### src/rtl/rr_mux_2x1.sv
// Two-channel round-robin valid/ready stream multiplexer with a single
// registered output slot that can drain and refill in the same cycle.
module rr_mux_2x1 #(
   parameter int unsigned WIDTH = 8
) (
   input  logic             clk,
   input  logic             rst_n,
   input  logic [WIDTH-1:0] in0_data,
   input  logic             in0_valid,
   output logic             in0_ready,
   input  logic [WIDTH-1:0] in1_data,
   input  logic             in1_valid,
   output logic             in1_ready,
   output logic [WIDTH-1:0] out_data,
   output logic             out_valid,
   input  logic             out_ready,
   output logic             out_sel
);

   typedef enum logic [1:0] {
      GNT_NONE = 2'b00,
      GNT_CH0  = 2'b01,
      GNT_CH1  = 2'b10
   } grant_e;

   logic [WIDTH-1:0] out_data_q, out_data_d;
   logic             out_valid_q, out_valid_d;
   logic             out_sel_q, out_sel_d;
   logic             last_q, last_d;

   logic             load;
   grant_e           grant;

   assign load = !out_valid_q || out_ready;

   // Ties go to the channel that did not win the previous accepted transfer.
   always_comb begin
      grant = GNT_NONE;
      if (in0_valid && in1_valid) begin
         grant = last_q ? GNT_CH0 : GNT_CH1;
      end else if (in0_valid) begin
         grant = GNT_CH0;
      end else if (in1_valid) begin
         grant = GNT_CH1;
      end
   end

   // Readies are masked by rst_n so nothing is handshaken while held in reset.
   always_comb begin
      in0_ready = 1'b0;
      in1_ready = 1'b0;
      if (rst_n && load) begin
         in0_ready = (grant == GNT_CH0) && in0_valid;
         in1_ready = (grant == GNT_CH1) && in1_valid;
      end
   end

   always_comb begin
      out_data_d  = out_data_q;
      out_valid_d = out_valid_q;
      out_sel_d   = out_sel_q;
      last_d      = last_q;
      if (load) begin
         case (grant)
            GNT_CH0: begin
               out_data_d  = in0_data;
               out_sel_d   = 1'b0;
               out_valid_d = 1'b1;
               last_d      = 1'b0;
            end
            GNT_CH1: begin
               out_data_d  = in1_data;
               out_sel_d   = 1'b1;
               out_valid_d = 1'b1;
               last_d      = 1'b1;
            end
            default: begin
               out_valid_d = 1'b0;
            end
         endcase
      end
   end

   always_ff @(posedge clk or negedge rst_n) begin
      if (!rst_n) begin
         out_data_q  <= '0;
         out_valid_q <= 1'b0;
         out_sel_q   <= 1'b0;
         last_q      <= 1'b1;
      end else begin
         out_data_q  <= out_data_d;
         out_valid_q <= out_valid_d;
         out_sel_q   <= out_sel_d;
         last_q      <= last_d;
      end
   end

   assign out_data  = out_data_q;
   assign out_valid = out_valid_q;
   assign out_sel   = out_sel_q;

endmodule
### config.mk
export PLATFORM = sky130hd
export DESIGN_NAME = rr_mux_2x1
export DESIGN_NICKNAME = d
export VERILOG_FILES = /design/src/rtl/rr_mux_2x1.sv
export SDC_FILE = /design/constraint.sdc
export NUM_CORES = 1
export LEC_CHECK = 0
export ABC_CLOCK_PERIOD_IN_PS = 2300
export CELL_PAD_IN_SITES_DETAIL_PLACEMENT = 0
export CELL_PAD_IN_SITES_GLOBAL_PLACEMENT = 1
export CORE_AREA = 2 2 43 61
export CTS_CLUSTER_DIAMETER = 100
export DETAILED_ROUTE_END_ITERATION = 10
export DIE_AREA = 0 0 45 63
export GPL_TIMING_DRIVEN = 0
export PLACE_DENSITY = 0.82
export REMOVE_ABC_BUFFERS = 1
export SYNTH_ARGS = -nofsm -noshare
export SYNTH_HDL_FRONTEND = slang
export SYNTH_SLANG_ARGS = --single-unit
export TNS_END_PERCENT = 10
### constraint.sdc
create_clock -name clk -period 2.3 [get_ports clk]
set_clock_uncertainty 0.1 [all_clocks]
set_input_delay 0.23 -clock clk [delete_from_list [all_inputs] [get_ports clk]]
set_output_delay 0.23 -clock clk [all_outputs]
set_load 0.01 [all_outputs]
; ---- Word level (Yosys, flattened, before mapping)
; Cells that the tools add are included.
[totals]
regBits = 11
word_cells = 24
[op_classes]
n_eq_ne = 2
n_mux = 9
reduce_logical = 9
[ops]
columns = cell, n
row1 = 8-bit one-hot mux with 2 select lines, 1
row2 = 2-bit two-way mux, 4
row3 = 1-bit logical AND, 4
row4 = 1-bit two-way mux, 3
row5 = 2-bit by 1-bit equality test with 1-bit output (second input constant), 1
row6 = 2-bit equality test (second input constant), 1
row7 = 1-bit one-hot mux with 2 select lines, 1
row8 = 2-bit AND reduction, 1
row9 = 2-bit nonzero test, 1
row10 = 2-bit OR reduction, 1
row11 = 1-bit logical NOT, 1
row12 = 1-bit logical OR, 1

; ---- Logic depth before layout (Yosys ltp)
; Gate-level depths: netlist of the first run.
[depth]
word_depth = 6
depth_mapped = 7
depth_no_buf = 6

; ---- Worst setup path before layout of the first run
; OpenSTA, ideal clock, no wires.
[synth_path]
path_type = reg2reg
startpoint = reg last_q
endpoint = reg out_data_q[0] (netlist: out_data[0])
setup_ps = 125
arrival_ps = 1578
required_time_ps = 2075
setup_slack_ps = 497
stages_incl_launch_ff = 7
n_path_buf = 1
path_cell_list = dfstp_2 -> o21a_1 -> inv_1 -> ha_1 -> buf_6 -> mux2_4 -> mux2_4
[synth_via]
elab_chain_len = 5
elab_cells_between_ends = 7
[synth_lines]
columns = item, line_no
row1 = "start, declared", 29  ; logic last_q, last_d;
row2 = "start signal, assigned", 94  ; last_q <= last_d;
row3 = 2-bit two-way mux (*), 40  ; grant = last_q ? GNT_CH0 : GNT_CH1;
row4 = 2-bit two-way mux (*), 39  ; if (in0_valid && in1_valid) begin
row5 = 2-bit by 1-bit equality test with 1-bit output or 2-bit equality test (tied branches), 64  ; case (grant)
row6 = 2-bit nonzero test (no line), -
row7 = 2-bit AND reduction (no line), -
row8 = "end signal, assigned", 91  ; out_data_q <= out_data_d;
row9 = "end, declared", 26  ; logic [WIDTH-1:0] out_data_q, out_data_d;
; Mark *: on every way between the ends. The rest lies on a longest branch, timed or not.
; A chain may end at the register's enable or synchronous reset.

; ---- Worst setup path after layout of the first run
[layout_path]
startpoint = in in1_valid
endpoint = out in1_ready
[layout_via]
elab_chain_len = 6
elab_cells_between_ends = 7
[layout_lines]
columns = item, line_no
row1 = "start, declared", 12  ; input logic in1_valid,
row2 = 2-bit two-way mux, 43  ; end else if (in1_valid) begin
row3 = 2-bit two-way mux, 41  ; end else if (in0_valid) begin
row4 = 2-bit two-way mux, 39
row5 = 2-bit equality test, 54  ; in1_ready = (grant == GNT_CH1) && in1_valid;
row6 = 1-bit logical AND (*), 54
row7 = 1-bit two-way mux (*), 52  ; if (rst_n && load) begin
row8 = "end, declared", 13  ; output logic in1_ready,
; Marks and branches as above.

==> results of run 1 <==
==> what timing repair did <==
item                                    in CTS  in global routing
buffers inserted                             1                  0
endpoints found under the hold margin        0                 10
endpoints found under the setup margin       1                  2
pin swaps                                    1                  0
hold buffers                                 0                  2
gates resized for setup                      2                  1
==> critical path, stage by stage <==
cell and delay (ps):
sky130_fd_sc_hd__clkdlybuf4s50_1 470, sky130_fd_sc_hd__inv_1 50, sky130_fd_sc_hd__a21oi_1 260, sky130_fd_sc_hd__ha_4 180
sky130_fd_sc_hd__nand2_1 40, sky130_fd_sc_hd__nor2_1 70, sky130_fd_sc_hd__clkdlybuf4s50_1 530
==> synth_stat cells <==
library cell               count  area [um^2]
sky130_fd_sc_hd__mux2_4       17          255
sky130_fd_sc_hd__dfrtp_1      10          250
sky130_fd_sc_hd__nand2_1       4         15.0
sky130_fd_sc_hd__inv_1         3         11.3
sky130_fd_sc_hd__buf_6         2         22.5
sky130_fd_sc_hd__ha_1          2         25.0
sky130_fd_sc_hd__nor2_1        2         7.51
sky130_fd_sc_hd__a21oi_1       1         5.00
sky130_fd_sc_hd__dfstp_2       1         26.3
sky130_fd_sc_hd__mux2_2        1         11.3
sky130_fd_sc_hd__nand2b_4      1         13.8
sky130_fd_sc_hd__nor2b_4       1         13.8
sky130_fd_sc_hd__o21a_1        1         7.51
==> where the power goes <==
part           switching (uW)  internal (uW)  total [uW]
registers                56.9            293         349
clock network            62.6           67.1         130
logic                     176            370         546
==> state kept, by name, summed over array words and instances (netlist names) <==
name       count
out_sel        1
out_data       8
out_valid      1
last_q         1
==> layer usage <==
| metal | wire (um) | part of all wire, % | global-route usage (%) |
|---|---|---|---|
| met1 | 498 | 40 | 11.0 |
| met2 | 693 | 55 | 17.5 |
| met3 | 64 | 5.1 | 2.89 |
| met4 | 0 | 0 | 4.41 |
| met5 | 0 | 0 | 0 |
==> cell usage in the layout (no fill, tap or decap) <==
cell and count:
sky130_fd_sc_hd__ha_4 1, sky130_fd_sc_hd__inv_1 3, sky130_fd_sc_hd__a21oi_1 1, sky130_fd_sc_hd__dfstp_2 1, sky130_fd_sc_hd__clkbuf_4 3, sky130_fd_sc_hd__mux2_4 17, sky130_fd_sc_hd__dlymetal6s2s_1 1, sky130_fd_sc_hd__nand2_1 4
sky130_fd_sc_hd__buf_4 1, sky130_fd_sc_hd__nor2b_4 1, sky130_fd_sc_hd__clkdlybuf4s50_1 31, sky130_fd_sc_hd__nand2b_4 1, sky130_fd_sc_hd__o21a_1 1, sky130_fd_sc_hd__dfrtp_1 10, sky130_fd_sc_hd__clkbuf_1 1, sky130_fd_sc_hd__nor2_1 2
sky130_fd_sc_hd__mux2_2 1, sky130_fd_sc_hd__dlygate4sd3_1 2, sky130_fd_sc_hd__ha_1 1
==> per-stage QoR <==
stage | total power [uW] | utilization [%] | setup slack [ps] | setup TNS (ps)
after floorplan | 647 | - | 423 | 0
after global placement | 890 | 42.9 | -309 | -869
after detailed placement | 895 | 42.9 | -339 | -1180
after CTS | 1040 | 44.9 | 90.3 | 0
after global routing | 1090 | 45.8 | 32.9 | 0
final | 1020 | 45.8 | 114 | 0
==> worst min path at each step <==
stage | slack [ps] | startpoint | end | depth (start not counted)
5_1_grt | 420 | rst_n | last_q | 2
2_1_floorplan | -170 | rst_n | out_data[0] | 0
3_3_place_gp | 400 | out_data[1] | out_data[1] | 1
4_1_cts | 220 | rst_n | out_data[3] | 1
6_report | 390 | rst_n | last_q | 2
3_5_place_dp | 390 | out_sel | out_sel | 1
==> cell families after synthesis <==
kind of cell | Yosys count | share of synthesized area (%)
compound gates | 2 | 1.88
mux | 18 | 40.1
flops | 11 | 41.6
fa+ha+maj | 2 | 3.77
buf+inv | 5 | 5.08
simple gates | 8 | 7.53
==> area by class of cell <==
cell class | count | area [um^2]
Multi-Input combinational cell | 30 | 367
Tap cell | 23 | 28.8
Fill cell | 238 | 1250
Clock buffer | 4 | 26.3
Sequential cell | 11 | 277
Inverter | 3 | 11.3
Timing Repair Buffer | 35 | 350
==> results.md, run 1 <==
* Outcome: complete, no violations
* Post-detailed-routing wire length at approximately 1.3 mm
* Share of final-layout standard cells stronger than drive strength 1 at between 30% and 40%
* CP Max Fanout at 2
* Worst-skew pair later-pin latency at 260 ps
* Total standard cell area after synthesis at about 660 um^2
* Effective utilization at floorplan at 28.7%
* Number of remaining DRC errors at 0
* Die width at 45 um
* Post-placement cell area at 991 um^2
* Setup crit start: in1_valid
* Slew @ Worst Pin at 474 ps
* CTS Buffer Depth at 2
* Global router's overall resource usage at 10.2%
* Worst R2R Start: last_q
* Count of port buffers added during placement at 32
* Worst hold path class: in2async
* Worst VDD drop at 0.454 mV
* Relative slew slack at 68.3%
* Synth unique cells at 13
* Global-route wire length before repair at 2.15 mm
* Endpoints failing hold at 0
* Yosys warning count at 0
* Number of nets with antenna violations after routing at 0
* Setup CP Type: in2out
* PwrDens at roughly 970 nW/um^2
* GRT overflow at 0
* Crit path capture type: output pin
* R2R setup slack at between 300 and 400 ps
* Cells after synthesis at 46
* Total leakage power at 0.000485 uW
* CTS clock-pin slew for the worst setup and hold paths at 70 ps
* Number of global-route vias before repair at 495
* Worst hold slack across all endpoints at roughly 390 ps
* Antenna violations before repair at 0
* Count of non-filler cells in the finished layout at around 110
* Drt first pass iters at 2
* Avg WL per Cell at 11.8 um
* Final setup violation count at 0
* R2R depth at 5
* Final weighted congestion in routability-driven placement at slightly below 0.7
* IO Pins at 33
* Y dimension of the die at 63 um
* Overall via count from detail_route at 466
* Per-instance average area after synthesis at between 10 and 15 um^2
* Required time reported for the critical path endpoint at 1970 ps
* CTS tree: yes
* Cell Rows at 21
* Core Footprint at 2310 um^2
* Sink count of the clock tree at 11
* Clock tree root driver cell: sky130_fd_sc_hd__clkbuf_4
* Critical path endpoint: in1_ready
* Reg-to-Reg End: out_data[2]
* Critical path data arrival time at 1860 ps
* Worst setup SP type: input pin
* Pin count of the biggest net entering global routing at 13
* Share of the yosys chip area belonging to registers at between 40% and 50%
* Pins Over Slew Limit at 0
* Fmax achieved at 457 MHz
* Die Outline Area at between 2000 and 3000 um^2
* Yosys reg bits at 11
* Synthesis-to-layout area growth at 59.5%
* Post-route clock period utilization at 95.1%
* Number of diodes added for antenna fixing at 0
* Unrepaired setup endpoints after global routing: false
* H-tree depth reported by CTS at 1
* Inst Count DP at just under 100
* Final layout net count at 107
* Tmin final at 2190 ps
* Via density per instance at 4.40
* Drt first-iter violations at 1
* Final standard cell area without fillers at 1060 um^2
* Maxcap violations at 0
* Number of buffers inserted during clock tree synthesis at 3
No activity file was read; power rests on OpenSTA's default activity.
==> inputs of run 2 (changes only) <==
Settings changed: TNS_END_PERCENT 10 to default.
==> results of run 2 <==
Final layout, timing and power as in run 1 (identical DEF).
==> inputs of run 3 (changes only) <==
Settings changed: CELL_PAD_IN_SITES_DETAIL_PLACEMENT 0 to default, CELL_PAD_IN_SITES_GLOBAL_PLACEMENT 1 to default, CORE_AREA 2 2 43 61 to 2 2 45 47, DIE_AREA 0 0 45 63 to 0 0 47 49, GPL_ROUTABILITY_DRIVEN from default to 0, PLACE_DENSITY 0.82 to 0.8, SETUP_SLACK_MARGIN from default to 0.05.
==> run 3 against run 2 <==
Net effect: utilization increased by 12 points; via count increased by 4.9%; total power increased by 1.4%; clock power increased by 7%; die area decreased by 19%; setup slack improved by 190 ps; critical path type is now in2reg; count of clock-buffer cells in the layout unchanged; critical path depth unchanged; global-route usage increased by 4.6 points; cell area increased by 0.94%.
==> results.md, run 3 (synthesis results as in run 1) <==
* Total leakage power at 0.000513 uW
* Maxcap violations at 0
* Fraction of the core area covered by cells at the end of the flow at 58.1%
* Post-detail-place hpwl at 1.02 mm
* Met3 routed WL at 49 um
* Synthesis-to-layout area growth at 61.0%
* Die width at 47 um
* Crit path buf inv count at 3
* Crit path capture type: flip-flop
* Number of fillers in the final layout at around 170
* Most frequent standard cell in the layout excluding fill and tap cells: sky130_fd_sc_hd__clkdlybuf4s50_1
* Maximum single-stage delay on the critical path at 480 ps
* Outcome: complete, no violations
* Final setup violation count at 0
* Worst setup SP type: input pin
* Number of buffers inserted during clock tree synthesis at 3
* GRT overflow at 0
* Number of flip-flops under the largest register name at 8
* Via density per instance at 4.45
* Setup CP Type: in2reg
* Y dimension of the die at 49 um
* Global-route wire length before repair at 2.30 mm
* Largest delay contributor family on the critical path: buffers and inverters
* Worst hold path class: reg2reg
* CTS tree: yes
* Number of global-route vias before repair at 508
* Avg WL per Cell at ~13 um
* Slowest cell on the critical path: sky130_fd_sc_hd__clkdlybuf4s50_1
* Unrepaired setup endpoints after global routing: false
* CP Max Fanout at 10
* CTS clock-pin slew for the worst setup and hold paths at ~80 ps
* Cell Rows at 16
* IO Pins at 33
* Drt first-iter violations at 10
* Final standard cell area without fillers at roughly 1100 um^2
* Tmin final at 2000 ps
* Pins Over Slew Limit at 0
* Area of the multi-input gates at 370 um^2
* Final layout net count at ~110
* Pin count of the biggest net entering global routing at 11
* Count of port buffers added during placement at 32
* Critical path data arrival time at roughly 2100 ps
* Relative slew slack at 67.9%
* Number of diodes added for antenna fixing at 0
* Post-route clock period utilization at 86.9%
* Highest metal used: met4
* Number of nets with antenna violations after routing at 0
* Total met2 wirelength after detailed routing at 751 um
* Crit path cell chain: clkdlybuf4s50_1 > inv_1 > a21oi_2 > inv_1 > ha_1 > nor2b_4 > mux2_4
* Register Area at 277 um^2
* Core Footprint at 1840 um^2
* Post-placement cell area at 996 um^2
* CTS Buffer Depth at 2
* Slew @ Worst Pin at 480 ps
* Sink count of the clock tree at 11
* Number of remaining DRC errors at 0
* Die Outline Area at roughly 2300 um^2
* Worst-skew pair later-pin latency at 280 ps
* H-tree depth reported by CTS at 1
* M1 WL at 555 um
* Antenna violations before repair at 0
* Cell with the most instances on the worst path: sky130_fd_sc_hd__inv_1
* Post-detailed-routing wire length at 1.40 mm
* Clock tree root driver cell: sky130_fd_sc_hd__clkbuf_4
* Endpoints failing hold at 0
* Drt first pass iters at 4
* Effective utilization at floorplan at between 30% and 40%
* PwrDens at 971 nW/um^2
* Share of final-layout standard cells stronger than drive strength 1 at 32.5%
* Most frequent cells in the layout: sky130_fd_sc_hd__clkdlybuf4s50_1 (29), sky130_fd_sc_hd__mux2_4 (17), sky130_fd_sc_hd__dfrtp_1 (10)
* Overall via count from detail_route at 489
* Required time reported for the critical path endpoint at 2360 ps
* Global router's overall resource usage at between 10% and 20%
* Worst VDD drop at approximately 0.47 mV
* Fmax achieved at 500 MHz
run 3: through the flow:
step	instances	setup WS (ps)	TNS, ps	power, uW	hold WS, ps
finish	110	301	0	1040	414
global route	110	213	0	1100	425
CTS	110	69.4	0	1040	417
detailed placement	103	-398	-1070	895	393
global placement	103	-306	-769	886	398
floorplan	44	423	0	647	-166
run 3: layer usage:
layer  vias to the layer above  global-route usage [%]
met3                         4                    4.44
met5                         -                       0
li1                        230                       -
met2                        16                    23.7
met4                         0                    9.72
met1                       239                    16.0
run 3: worst paths after layout:
check / startpoint / endpoint / slack (ps) / cells past startpoint
setup reg to reg: last_q / out_sel / 370 / 4
min in group asynchronous: rst_n / last_q / 500 / 2
setup / recovery: in1_valid / out_sel / 300 / 7
hold / removal: out_data[5] / out_data[5] / 410 / 1
max in group asynchronous: rst_n / out_data[3] / 700 / 3
hold reg to reg: out_data[5] / out_data[5] / 410 / 1
run 3: cell type report:
type | instances | share of cell area [%]
Timing Repair Buffer | 35 | 32.9
Inverter | 3 | 1.05
Tap cell | 27 | 3.16
Clock buffer | 4 | 2.46
Sequential cell | 11 | 25.8
Multi-Input combinational cell | 30 | 34.6
run 3: power breakdown:
| part | total [uW] | leakage (uW) | switching [uW] | internal (uW) |
|---|---|---|---|---|
| Sequential | 349 | 0.000128 | 56.8 | 292 |
| Combinational | 551 | 0.000371 | 180 | 371 |
| Clock | 139 | 0.0000150 | 71.8 | 67.4 |
run 3: worst register-to-register path, delay by kind of cell, from the launching register on:
kind | cells | cell delay, ps
flip-flops | 1 | 550
AND/OR/NAND/NOR | 1 | 380
adder cells (fa/ha/maj) | 1 | 280
AO/OA/AOI/OAI | 1 | 150
multiplexers | 1 | 340
run 3: repair_timing:
| action | in CTS | in global routing |
|---|---|---|
| hold endpoints to repair | 10 | 0 |
| setup endpoints to repair | 2 | 2 |
| pin swaps | 0 | 0 |
| resized for setup | 3 | 3 |
| hold buffers | 2 | 0 |
| setup buffers | 1 | 0 |
